### src/rtl/dtm_mac_seq.sv
// Dot-product sequencer around an external combinational DTM multiplier.
// Operand pairs are staged into registers that drive mul_a/mul_b. The
// truncated product mul_r is added into a saturating accumulator on the
// following edge. A vector ends with the pair flagged in_last. The result
// is then held until the consumer accepts it.
module dtm_mac_seq #(
    parameter int unsigned BITWIDTH  = 8,
    parameter int unsigned ACC_WIDTH = 24,
    parameter int unsigned CNT_WIDTH = 16
) (
    input  logic                 clk,
    input  logic                 rst_n,
    input  logic                 in_valid,
    output logic                 in_ready,
    input  logic [BITWIDTH-1:0]  in_a,
    input  logic [BITWIDTH-1:0]  in_b,
    input  logic                 in_last,
    input  logic                 flush,
    output logic [BITWIDTH-1:0]  mul_a,
    output logic [BITWIDTH-1:0]  mul_b,
    input  logic [BITWIDTH-1:0]  mul_r,
    output logic                 out_valid,
    input  logic                 out_ready,
    output logic [ACC_WIDTH-1:0] out_data,
    output logic [CNT_WIDTH-1:0] out_count,
    output logic                 out_sat
);

    localparam logic [1:0] IDLE   = 2'd0;
    localparam logic [1:0] ACCUM  = 2'd1;
    localparam logic [1:0] DRAIN  = 2'd2;
    localparam logic [1:0] OUTPUT = 2'd3;

    logic [1:0]           state;
    logic [1:0]           state_next;
    logic                 stg_valid;
    logic [BITWIDTH-1:0]  stg_a;
    logic [BITWIDTH-1:0]  stg_b;
    logic [ACC_WIDTH-1:0] acc;
    logic [CNT_WIDTH-1:0] cnt;
    logic                 sat;

    logic                 accept;
    logic                 done;
    logic [ACC_WIDTH:0]   prod_ext;
    logic [ACC_WIDTH:0]   sum;
    logic [ACC_WIDTH-1:0] acc_next;
    logic                 acc_ovf;
    logic                 cnt_max;
    logic [CNT_WIDTH-1:0] cnt_next;

    assign in_ready  = (state == IDLE) || (state == ACCUM);
    assign accept    = in_valid && in_ready && !flush;
    assign out_valid = (state == OUTPUT);
    assign done      = out_valid && out_ready;
    assign mul_a     = stg_a;
    assign mul_b     = stg_b;
    assign out_data  = acc;
    assign out_count = cnt;
    assign out_sat   = sat;

    // Saturating add of the zero-extended product and saturating count
    always_comb begin
        prod_ext                = '0;
        prod_ext[BITWIDTH-1:0]  = mul_r;
        sum                     = {1'b0, acc} + prod_ext;
        acc_ovf                 = sum[ACC_WIDTH];
        acc_next                = acc_ovf ? '1 : sum[ACC_WIDTH-1:0];
        cnt_max                 = &cnt;
        cnt_next                = cnt_max ? cnt : cnt + 1'b1;
    end

    // Next-state logic; the last flag of the staged pair is carried by
    // DRAIN itself, since the only staged pair in DRAIN is the last one
    always_comb begin
        state_next = state;
        case (state)
            IDLE:    if (accept) state_next = in_last ? DRAIN : ACCUM;
            ACCUM:   if (accept && in_last) state_next = DRAIN;
            DRAIN:   state_next = OUTPUT;
            OUTPUT:  if (out_ready) state_next = IDLE;
            default: state_next = IDLE;
        endcase
    end

    // State register; flush overrides every other transition
    always_ff @(posedge clk or negedge rst_n) begin
        if (!rst_n) begin
            state <= IDLE;
        end else if (flush) begin
            state <= IDLE;
        end else begin
            state <= state_next;
        end
    end

    // Operand stage feeding the multiplier; operands hold when idle
    always_ff @(posedge clk or negedge rst_n) begin
        if (!rst_n) begin
            stg_valid <= 1'b0;
            stg_a     <= '0;
            stg_b     <= '0;
        end else if (flush) begin
            stg_valid <= 1'b0;
        end else begin
            stg_valid <= accept;
            if (accept) begin
                stg_a <= in_a;
                stg_b <= in_b;
            end
        end
    end

    // Accumulator, element counter and sticky saturation flag
    always_ff @(posedge clk or negedge rst_n) begin
        if (!rst_n) begin
            acc <= '0;
            cnt <= '0;
            sat <= 1'b0;
        end else if (flush || done) begin
            acc <= '0;
            cnt <= '0;
            sat <= 1'b0;
        end else if (stg_valid) begin
            acc <= acc_next;
            cnt <= cnt_next;
            if (acc_ovf || cnt_max) sat <= 1'b1;
        end
    end

endmodule

### config.mk
export PLATFORM = sky130hd
export DESIGN_NAME = dtm_mac_seq
export DESIGN_NICKNAME = d
export VERILOG_FILES = /design/src/rtl/dtm_mac_seq.sv
export SDC_FILE = /design/constraint.sdc
export NUM_CORES = 1
export LEC_CHECK = 0
export CORE_ASPECT_RATIO = 0.8
export CORE_MARGIN = 4
export CORE_UTILIZATION = 45
export CTS_BUF_LIST = sky130_fd_sc_hd__clkbuf_2
export CTS_CLUSTER_SIZE = 25
export DETAILED_ROUTE_END_ITERATION = 10
export MAX_ROUTING_LAYER = met4
export PLACE_DENSITY = 0.79
export SETUP_SLACK_MARGIN = 0.5
export SYNTH_ARGS = -nofsm -noshare
export SYNTH_HDL_FRONTEND = slang
export SYNTH_SLANG_ARGS = --single-unit
### constraint.sdc
create_clock -name clk -period 2.35 [get_ports clk]
set_input_delay 0.47 -clock clk [delete_from_list [all_inputs] [get_ports clk]]
set_output_delay 0.47 -clock clk [all_outputs]
set_load 0.02 [all_outputs]
==> summary.txt, run 1 <==
outcome = finished clean
most frequent cells in the layout = 58 x buf_4, 52 x dfrtp_1, 36 x dlygate4sd2_1, 28 x clkdlybuf4s50_1, 24 x nor2_1
arrival time worst endpoint = 2650 ps
Max Freq = 454 MHz
Post-synth ARST share = 100%
Syn Area/Cell = 10.4 µm²
io pins = 89
root buf cell = clkbuf_2
CP required = 2790 ps
Die Ht = 83.1 µm
routed via count = 3,058
Ant. Diodes = 0
Die Wd = 102 µm
Placement Cell Area = 4430 µm²
Final Cell Area = 5030 µm²
cell area power density = 739 nW/µm²
pre-CTS setup slack = -372 ps
commonest non-fill, non-tap cell in the layout = buf_4
combinational family with the most area after synthesis = simple AND/OR/NAND/NOR gates
mux cell area share after synthesis = 6.00%
Worst Path Buf+Inv = 1
initial antenna violation count = 0
Final setup viols = 0
flops & latches, synth = 60
simple-gate share of the synthesized area = 16.3%
Reg-to-Reg End = out_data[13]$_DFFE_PN0P_
Slew HR = 76.2%
gr ovfl total = 0
vias per cell = 5.52
first-pass GRT wire length = 13.8 mm
critical path endpoint category = flop
Critical Path, Cell by Cell = ha_1, a21o_1, nand4_1, a211o_1, a211oi_4, buf_6, a41oi_2, a211oi_2
clk_lat worst skew = 520 ps
IO buf count = 88
XOR/XNOR Fraction of Synth Area = 5.53%
Max stage delay on crit path = 450 ps
CTS tree = built
full die area = 8460 µm²
reg2reg setup slack = 150 ps
CTS sink cnt = 60
antenna-violating nets left = 0
Synth Area in Adders = 5.76%
library cells used by synthesis = 48
fin crit share = 93.8%
core area = 6860 µm²
cts bufs inserted = 9
Synth Net Count = 349
number of flops mapped to enable cells by yosys = 0
Post-DP HPWL = 5.86 mm
Layout Cells excl Fill = 554
Clock Path Buffers = 2
Syn Inst Count = 305
Main synth FF type = dfrtp_1
Synth warnings = 0
routed wire length = 9.23 mm
synthesized area = 3170 µm²
Leak = 2.32 nW
Tot GR Track Use = 21.0%
GPL Wtd Cong = 0.894
Final Hold Viols = 0
vias in the first global route = 2,941
compound-gate portion of the synthesized area = 16.2%
DRT iter0 DRCs = 118
setup repair after global routing missed its margin = true
Final Max Slew Viols = 0
worst-margin pin slew = 348 ps
largest fanout on the critical path = 4
largest net degree at the start of global routing = 61
share of cells above drive strength 1 = 36.6%
Crit-path slowest cell = dfrtp_2
Initial Utilization = 46.2%
clock period minus worst slack = 2200 ps
reg2reg path depth = 8
sequential share of the synthesized area = 47.4%
Nets = 506
WL/cell = 16.7 µm
worst min path class = in2async
max-cap violations = 0
fill count = 481
clk slew on worst S/H paths = 180 ps
DRC errors left = 0
drt first pass iters = 5
Max VDD drop = 0.625 mV
row count = 27
Layout area overhead = 58.8%
critical path class = reg2reg
CP startpoint = out_data[1]$_DFFE_PN0P_
Worst Skew = 25.8 ps
placed cell count = 499
crit start category = flop
PnR worst setup slack = 145 ps
worst r2r src = out_data[1]$_DFFE_PN0P_
H-tree levels = 3
cell family with most CP delay = compound AO/OA/AOI/OAI gates
[cells in the mapped netlist (5+ instances only)]
| cell | n | area (µm²) |
|---|---|---|
| mux2_2 | 16 | 180 |
| nand4_1 | 6 | 37.5 |
| a211oi_1 | 10 | 75.1 |
| xor2_1 | 13 | 114 |
| nand3_1 | 8 | 40.0 |
| a31oi_1 | 14 | 87.6 |
| o21ai_0 | 14 | 70.1 |
| ha_1 | 13 | 163 |
| inv_1 | 11 | 41.3 |
| and3_1 | 13 | 81.3 |
| dfrtp_1 | 60 | 1500 |
| a21oi_1 | 18 | 90.1 |
| clkbuf_1 | 6 | 22.5 |
| xnor2_1 | 7 | 61.3 |
| nor2_1 | 26 | 97.6 |
| nor3_1 | 5 | 25.0 |
| nand2_1 | 17 | 63.8 |
[state kept, by name, summed over array words and instances (netlist names)]
register	cells
out_data	24
state	2
out_count	16
mul_b	8
mul_a	8
stg_valid	1
out_sat	1
[worst max path at each step]
| stage | to | slack [ps] | depth (start not counted) |
|---|---|---|---|
| floorplan | out_data[16]$_DFFE_PN0P_ | 140 | 9 |
| global placement | out_data[16]$_DFFE_PN0P_ | -330 | 10 |
| detailed placement | out_data[13]$_DFFE_PN0P_ | -370 | 9 |
| CTS | out_data[16]$_DFFE_PN0P_ | 180 | 9 |
| global route | out_data[13]$_DFFE_PN0P_ | 20 | 8 |
| finish | out_data[13]$_DFFE_PN0P_ | 150 | 8 |
[cells by family (layout without fill, tap and decap cells)]
kind of cell | Yosys count | after routing
simple gates | 95 | 95
compound gates | 77 | 77
flops | 60 | 60
buf+inv | 22 | 184
xor+xnor | 20 | 20
mux | 17 | 17
fa+ha+maj | 14 | 14
[stage by stage]
step	hold slack (ps)	power, W	utilization, %	setup TNS [ps]
after floorplan	174	0.00222	-	0
after global placement	485	0.00288	64.6	-6600
after detailed placement	494	0.00294	64.6	-7530
after CTS	436	0.00353	67.4	0
after global routing	439	0.00394	73.4	0
final	452	0.00372	73.4	0
[worst min-delay path, cell delays in order]
cell	delay, ps
dlygate4sd3_1	520
buf_2	120
buf_12	280
[power breakdown]
group | internal (W) | switching, W | total [W]
combinational | 0.000831 | 0.000879 | 0.00171
clock | 0.000238 | 0.000416 | 0.000654
sequential | 0.00123 | 0.000126 | 0.00135
total | 0.00230 | 0.00142 | 0.00372
[routing by layer]
layer,GRT usage [%],share of wire (%),wire length (µm)
met1,25.0,41,3790
met2,34.1,52,4790
met5,-,0,0
met3,7.47,5.7,523
met4,4.89,1.3,123
[repair_timing]
item / in CTS / in global routing
buffers inserted: 11 / 27
pin swaps: 13 / 30
hold buffers: 1 / 0
endpoints found under the setup margin: 93 / 63
hold endpoints to repair: 60 / 0
resized for setup: 91 / 70
[cell type report]
cell class,instances,area (µm²),area share [%]
flip-flops and latches,60,1510,30.0
clock buffers,9,45.0,0.895
inverters,11,41.3,0.820
clock inverters,7,67.6,1.34
multi-input cells,223,1890,37.6
well taps,87,109,2.16
repair buffers,157,1370,27.2
Note: power is estimated with default switching activity, not from simulation.
==> run 2, diff against run 1 <==
--- a/config.mk
+++ b/config.mk
@@ -12,7 +12,7 @@
 export CTS_CLUSTER_SIZE = 25
 export DETAILED_ROUTE_END_ITERATION = 10
 export MAX_ROUTING_LAYER = met4
-export PLACE_DENSITY = 0.79
+export PLACE_DENSITY = 0.83
 export SETUP_SLACK_MARGIN = 0.5
 export SYNTH_ARGS = -nofsm -noshare
 export SYNTH_HDL_FRONTEND = slang
==> run 2 against run 1 <==
- highest routed layer unchanged
- design area grew 0.47%
- wire length grew 5.5%
- combinational power shrank 2%
- sequential power is essentially flat
- via count grew 1.9%
- non-clock buffer count grew 1
==> summary.txt, run 2 (synthesis gave the netlist of run 1 again) <==
Clock Path Buffers = 2 (unchanged)
Nets = 507 (was 506)
Reg-to-Reg End = out_data[16]$_DFFE_PN0P_ (was out_data[13]$_DFFE_PN0P_)
commonest non-fill, non-tap cell in the layout = buf_4 (unchanged)
arrival time worst endpoint = 2630 ps (was 2650 ps)
routed wire length = 9.74 mm (was 9.23 mm)
cts bufs inserted = 9 (unchanged)
Leak = 2.34 nW (was 2.32 nW)
cell area power density = 730 nW/µm² (was 739 nW/µm²)
DRC errors left = 0 (unchanged)
Initial Utilization = 46.2% (unchanged)
CTS sink cnt = 60 (unchanged)
reg2reg path depth = 9 (was 8)
full die area = 8460 µm² (unchanged)
most frequent cells in the layout = 62 x buf_4, 42 x dfrtp_1, 42 x dlygate4sd2_1, 27 x clkdlybuf4s50_1, 24 x nor2_1 (was 58 x buf_4, 52 x dfrtp_1, 36 x dlygate4sd2_1, 28 x clkdlybuf4s50_1, 24 x nor2_1)
CP required = 2750 ps (was 2790 ps)
io pins = 89 (unchanged)
setup TNS = 0 ps (unchanged)
worst-margin pin slew = 840 ps (was 348 ps)
root buf cell = clkbuf_2 (unchanged)
switching power = 0.00142 W (about the same)
Placement Cell Area = 4390 µm² (was 4430 µm²)
Final setup viols = 0 (unchanged)
Final Cell Area = 5060 µm² (was 5030 µm²)
critical path endpoint category = flop (unchanged)
Final Max Slew Viols = 0 (unchanged)
clk_lat worst skew = 500 ps (was 520 ps)
Overall Power = 0.00369 W (was 0.00372 W)
worst r2r src = out_data[0]$_DFFE_PN0P_ (was out_data[1]$_DFFE_PN0P_)
crit start category = flop (unchanged)
row count = 27 (unchanged)
setup repair after global routing missed its margin = true (unchanged)
clock share of power = 17.3% (was 17.6%)
Worst Skew = 19.3 ps (was 25.8 ps)
WL/cell = 17.6 µm (was 16.7 µm)
Max VDD drop = 0.697 mV (was 0.625 mV)
Hold WS = 40.8 ps (was 452 ps)
antenna-violating nets left = 0 (unchanged)
Largest register FFs = 24 (unchanged)
Comb power frac = 45.3% (was 46.0%)
Die Wd = 102 µm (unchanged)
clk slew on worst S/H paths = 170 ps (was 180 ps)
routed via count = 3,116 (was 3,058)
Final Hold Viols = 0 (unchanged)
H-tree levels = 3 (unchanged)
Layout area overhead = 59.6% (was 58.8%)
max-cap violations = 0 (unchanged)
DRT iter0 DRCs = 111 (was 118)
IO buf count = 88 (unchanged)
post-layout util = 73.7% (was 73.4%)
Die Ht = 83.1 µm (unchanged)
part of the power in registers = 37.4% (was 36.4%)
share of cells above drive strength 1 = 37.5% (was 36.6%)
clock period minus worst slack = 2230 ps (was 2200 ps)
worst min path class = in2async (unchanged)
outcome = finished clean (unchanged)
initial antenna violation count = 0 (unchanged)
vias in the first global route = 3,133 (was 2,941)
largest net degree at the start of global routing = 37 (was 61)
Switching Share = 38.4% (was 38.2%)
drt first pass iters = 4 (was 5)
vias per cell = 5.62 (was 5.52)
GPL Wtd Cong = 0.866 (was 0.894)
fin crit share = 94.9% (was 93.8%)
Post-DP HPWL = 6.15 mm (was 5.86 mm)
critical path class = reg2reg (unchanged)
Ant. Diodes = 0 (unchanged)
Max Freq = 449 MHz (was 454 MHz)
largest fanout on the critical path = 5 (was 4)
first-pass GRT wire length = 15.0 mm (was 13.8 mm)
gr ovfl total = 0 (unchanged)
CTS Hold Bufs = 0 (was 1)
cell internal pwr = 0.00227 W (was 0.00230 W)
CTS tree = built (unchanged)
Tot GR Track Use = 22.8% (was 21.0%)
core area = 6860 µm² (unchanged)
Slew HR = 44.0% (was 76.2%)
reg2reg setup slack = 120 ps (was 150 ps)
==> run 2: cell types whose count changed in the layout (fill, tap and decap cells not counted), sizes merged, moves of 2 or more <==
cell	delta
dlymetal6s2s	+2
clkdlybuf4s15	-2
clkbuf	-4
buf	+2
dlygate4sd2	+6
==> run 2: metal layers <==
layer / GRT usage (%) / part of all wire [%] / up-vias
met4: 5.60 / 1.7 / 0
met2: 35.7 / 50 / 107
li1: - / - / 1435
met5: - / 0 / -
met1: 28.0 / 41 / 1557
met3: 8.40 / 6.9 / 17
==> run 2: worst max path at each step <==
stage | from | endpoint | slack (ps) | cells past startpoint
final | out_data[0]$_DFFE_PN0P_ | out_data[16]$_DFFE_PN0P_ | 120 | 9
after global routing | out_data[0]$_DFFE_PN0P_ | out_data[16]$_DFFE_PN0P_ | 40 | 9
after CTS | out_data[11]$_DFFE_PN0P_ | out_data[11] | 190 | 1
after detailed placement | mul_r[0] | out_data[16]$_DFFE_PN0P_ | -410 | 9
after global placement | mul_r[0] | out_data[16]$_DFFE_PN0P_ | -310 | 9
after floorplan | out_data[0]$_DFFE_PN0P_ | out_data[16]$_DFFE_PN0P_ | 140 | 9
==> run 2: cell type report <==
type                            count  area, µm²
Fill cell                         477       1800
Multi-Input combinational cell    223       1910
Inverter                           11       41.3
Timing Repair Buffer              158       1370
Clock buffer                       10       50.0
Sequential cell                    60       1520
Clock inverter                      5       53.8
Tap cell                           87        109
==> run 2: metrics by stage <==
step,worst slack (ps),std cells
2_1_floorplan,140,305
3_3_place_gp,-312,498
3_5_place_dp,-406,498
4_1_cts,190,524
5_1_grt,42.9,554
6_report,120,554
==> run 2: timing repair <==
item,in CTS,in global routing
buffers inserted,11,30
gates cloned,0,0
setup endpoints to repair,94,73
gates resized for setup,92,73
pin swaps,19,44
==> run 2: power groups by stage <==
stage                     Combinational [W]  Sequential (W)  Clock, W
after floorplan                    0.000639         0.00158         0
after global routing                0.00180         0.00141  0.000710
after global placement              0.00150         0.00137         0
after detailed placement            0.00155         0.00139         0
after CTS                           0.00150         0.00137  0.000651
final                               0.00167         0.00138  0.000639
==> run 2: critical path: stages, from the launching register on <==
cell and delay (ps):
dfrtp_2 460, ha_4 170, fa_2 370, a211oi_2 260, o211ai_1 200, buf_4 180, nand4_4 100, and2_4 190
and3_4 180, nor3_2 30
==> run 3, diff against run 2 <==
==> constraint.sdc (replaced) <==
create_clock -name clk -period 1.9 [get_ports clk]
set_input_delay 0.38 -clock clk [delete_from_list [all_inputs] [get_ports clk]]
set_output_delay 0.38 -clock clk [all_outputs]
set_load 0.02 [all_outputs]
==> run 3 against run 2 <==
- the flow now finishes with violations (setup timing)
- global-route usage grew 1.9 points
- maximum frequency shrank 1.5%
- combinational power grew 68%
- non-clock buffer count grew 42
- die area is the same
- wire length grew 12%
- critical path type unchanged
==> summary.txt, run 3 (synthesis gave the netlist of run 1 again) <==
full die area = 8460 µm² (unchanged)
core area = 6860 µm² (unchanged)
Max VDD drop = 1.01 mV (was 0.697 mV)
IO buf count = 88 (unchanged)
critical path class = reg2reg (unchanged)
Clock Path Buffers = 2 (unchanged)
reg2reg path depth = 8 (was 9)
Reg-to-Reg End = out_data[16]$_DFFE_PN0P_ (unchanged)
PnR worst setup slack = -363 ps (was 120 ps)
most frequent cells in the layout = 98 x buf_6, 67 x buf_4, 47 x dfrtp_1, 28 x clkdlybuf4s50_1, 22 x nor2_1 (was 62 x buf_4, 42 x dfrtp_1, 42 x dlygate4sd2_1, 27 x clkdlybuf4s50_1, 24 x nor2_1)
cell internal pwr = 0.00337 W (was 0.00227 W)
Crit-path slowest cell = dfrtp_2 (unchanged)
routed via count = 3,310 (was 3,116)
cell area power density = 916 nW/µm² (was 730 nW/µm²)
routed wire length = 10.9 mm (was 9.74 mm)
GPL Wtd Cong = 0.895 (was 0.866)
Max stage delay on crit path = 490 ps (was 460 ps)
clock period minus worst slack = 2260 ps (was 2230 ps)
Tot GR Track Use = 24.6% (was 22.8%)
drt first pass iters = 4 (unchanged)
crit start category = flop (unchanged)
largest fanout on the critical path = 5 (unchanged)
first-pass GRT wire length = 16.2 mm (was 15.0 mm)
worst r2r src = out_data[0]$_DFFE_PN0P_ (unchanged)
vias per cell = 5.54 (was 5.62)
cts bufs inserted = 9 (unchanged)
largest net degree at the start of global routing = 45 (was 37)
Die Ht = 83.1 µm (unchanged)
clock share of power = 14.9% (was 17.3%)
critical path endpoint category = flop (unchanged)
Nets = 550 (was 507)
Final Hold Viols = 0 (unchanged)
vias in the first global route = 3,404 (was 3,133)
CP required = 2330 ps (was 2750 ps)
commonest non-fill, non-tap cell in the layout = buf_6 (was buf_4)
Largest register FFs = 24 (unchanged)
max-cap violations = 0 (unchanged)
Worst Skew = 35.1 ps (was 19.3 ps)
Final Max Slew Viols = 0 (unchanged)
row count = 27 (unchanged)
DRT iter0 DRCs = 108 (was 111)
switching power = 0.00197 W (was 0.00142 W)
H-tree levels = 3 (unchanged)
Slew HR = 68.6% (was 44.0%)
gr ovfl total = 0 (unchanged)
most used cell, CP = and3_4
Comb power frac = 52.4% (was 45.3%)
DRC errors left = 0 (unchanged)
io pins = 89 (unchanged)
worst min path class = in2async (unchanged)
pre-CTS setup slack = -813 ps (was -406 ps)
Ant. Diodes = 0 (unchanged)
root buf cell = clkbuf_2 (unchanged)
clk_lat worst skew = 510 ps (was 500 ps)
Final setup viols = 34 (was 0)
reg2reg setup slack = -360 ps (was 120 ps)
fin crit share = 119% (was 94.9%)
part of the power in registers = 32.7% (was 37.4%)
Post-DP HPWL = 6.01 mm (was 6.15 mm)
Switching Share = 36.9% (was 38.4%)
Max Freq = 442 MHz (was 449 MHz)
CTS tree = built (unchanged)
failing checks = setup timing
Critical Path, Cell by Cell = ha_4, fa_2, a211oi_2, o211ai_1, and3_4, and2_4, and3_4, nor3_2 (was ha_4, fa_2, a211oi_2, o211ai_1, buf_4, nand4_4, and2_4, and3_4, nor3_2)
post-layout util = 85.0% (was 73.7%)
Initial Utilization = 46.2% (unchanged)
arrival time worst endpoint = 2700 ps (was 2630 ps)
Layout area overhead = 84.0% (was 59.6%)
CTS sink cnt = 60 (unchanged)
Die Wd = 102 µm (unchanged)
Leak = 2.61 nW (was 2.34 nW)
clk slew on worst S/H paths = 200 ps (was 170 ps)
antenna-violating nets left = 0 (unchanged)
worst-margin pin slew = 466 ps (was 840 ps)
outcome = complete, but fails checks (was finished clean)
share of cells above drive strength 1 = 55.2% (was 37.5%)
setup repair after global routing missed its margin = true (unchanged)
initial antenna violation count = 0 (unchanged)
WL/cell = 18.2 µm (was 17.6 µm)
==> run 3: changes by cell type in the layout (fill, tap and decap cells not counted), moves of 5 or more <==
cell / change
clkdlybuf4s15_1: -7
mux2_2: -6
buf_4: +5
dlygate4sd2_1: -42
mux2_4: +6
dfrtp_2: -5
dfrtp_1: +5
buf_6: +88
==> run 3: how the worst max path moves through the flow <==
stage | end | start
after floorplan | out_data[16]$_DFFE_PN0P_ | out_data[0]$_DFFE_PN0P_
after global placement | out_data[16]$_DFFE_PN0P_ | mul_r[0]
after detailed placement | out_data[16]$_DFFE_PN0P_ | mul_r[0]
after CTS | out_data[19]$_DFFE_PN0P_ | out_data[1]$_DFFE_PN0P_
after global routing | out_data[19]$_DFFE_PN0P_ | out_data[1]$_DFFE_PN0P_
final | out_data[16]$_DFFE_PN0P_ | out_data[0]$_DFFE_PN0P_
==> run 3: power by group through the flow <==
stage               Clock, W  Sequential [W]  Combinational [W]
CTS                 0.000794         0.00172            0.00248
floorplan                  0         0.00198           0.000843
finish              0.000795         0.00175            0.00280
global placement           0         0.00170            0.00197
global route        0.000877         0.00178            0.00297
detailed placement         0         0.00172            0.00203
==> run 3: area by class of cell <==
class,count,area [µm²]
multi-input combinational,224,2060
timing repair buffer,200,2000
sequential,60,1520
fill,352,1030
tap,87,109
clock inverter,6,55.1
clock buffer,10,50.0
inverter,11,43.8
==> run 3: worst max-delay path, delay by kind of cell (launching register included) <==
family	cells	cell delay, ps
DFF	1	490
and+or+nand+nor	4	690
adders and majority gates	2	570
AOI/OAI and AO/OA	2	440
==> run 3: layer usage <==
layer / part of all wire (%) / wire length (µm) / track usage, % / up-vias
li1: - / - / - / 1528
met1: 41 / 4520 / 29.6 / 1644
met3: 5.7 / 618 / 7.05 / 19
met4: 1.4 / 151 / 5.72 / 0
met5: 0 / 0 / - / -
met2: 51 / 5600 / 41.0 / 119
==> run 3: through the flow <==
| step | total power (W) | cells | hold slack (ps) | area [µm²] | setup TNS, ps |
|---|---|---|---|---|---|
| after global routing | 0.00563 | 598 | 311 | 5830 | -10550 |
| after global placement | 0.00367 | 510 | 326 | 4570 | -14880 |
| after detailed placement | 0.00374 | 510 | 334 | 4570 | -16620 |
| after CTS | 0.00499 | 580 | 323 | 5420 | -4640 |
| after floorplan | 0.00282 | 305 | 84.4 | 3320 | -3280 |
| final | 0.00534 | 598 | 336 | 5830 | -7910 |
==> run 3: timing repair <==
action | in CTS | in global routing
setup buffers | 52 | 18
gates cloned | 1 | 0
endpoints found under the setup margin | 119 | 119
hold buffers | 1 | 0
pin swaps | 29 | 34
endpoints found under the hold margin | 16 | 0
resized for setup | 411 | 54
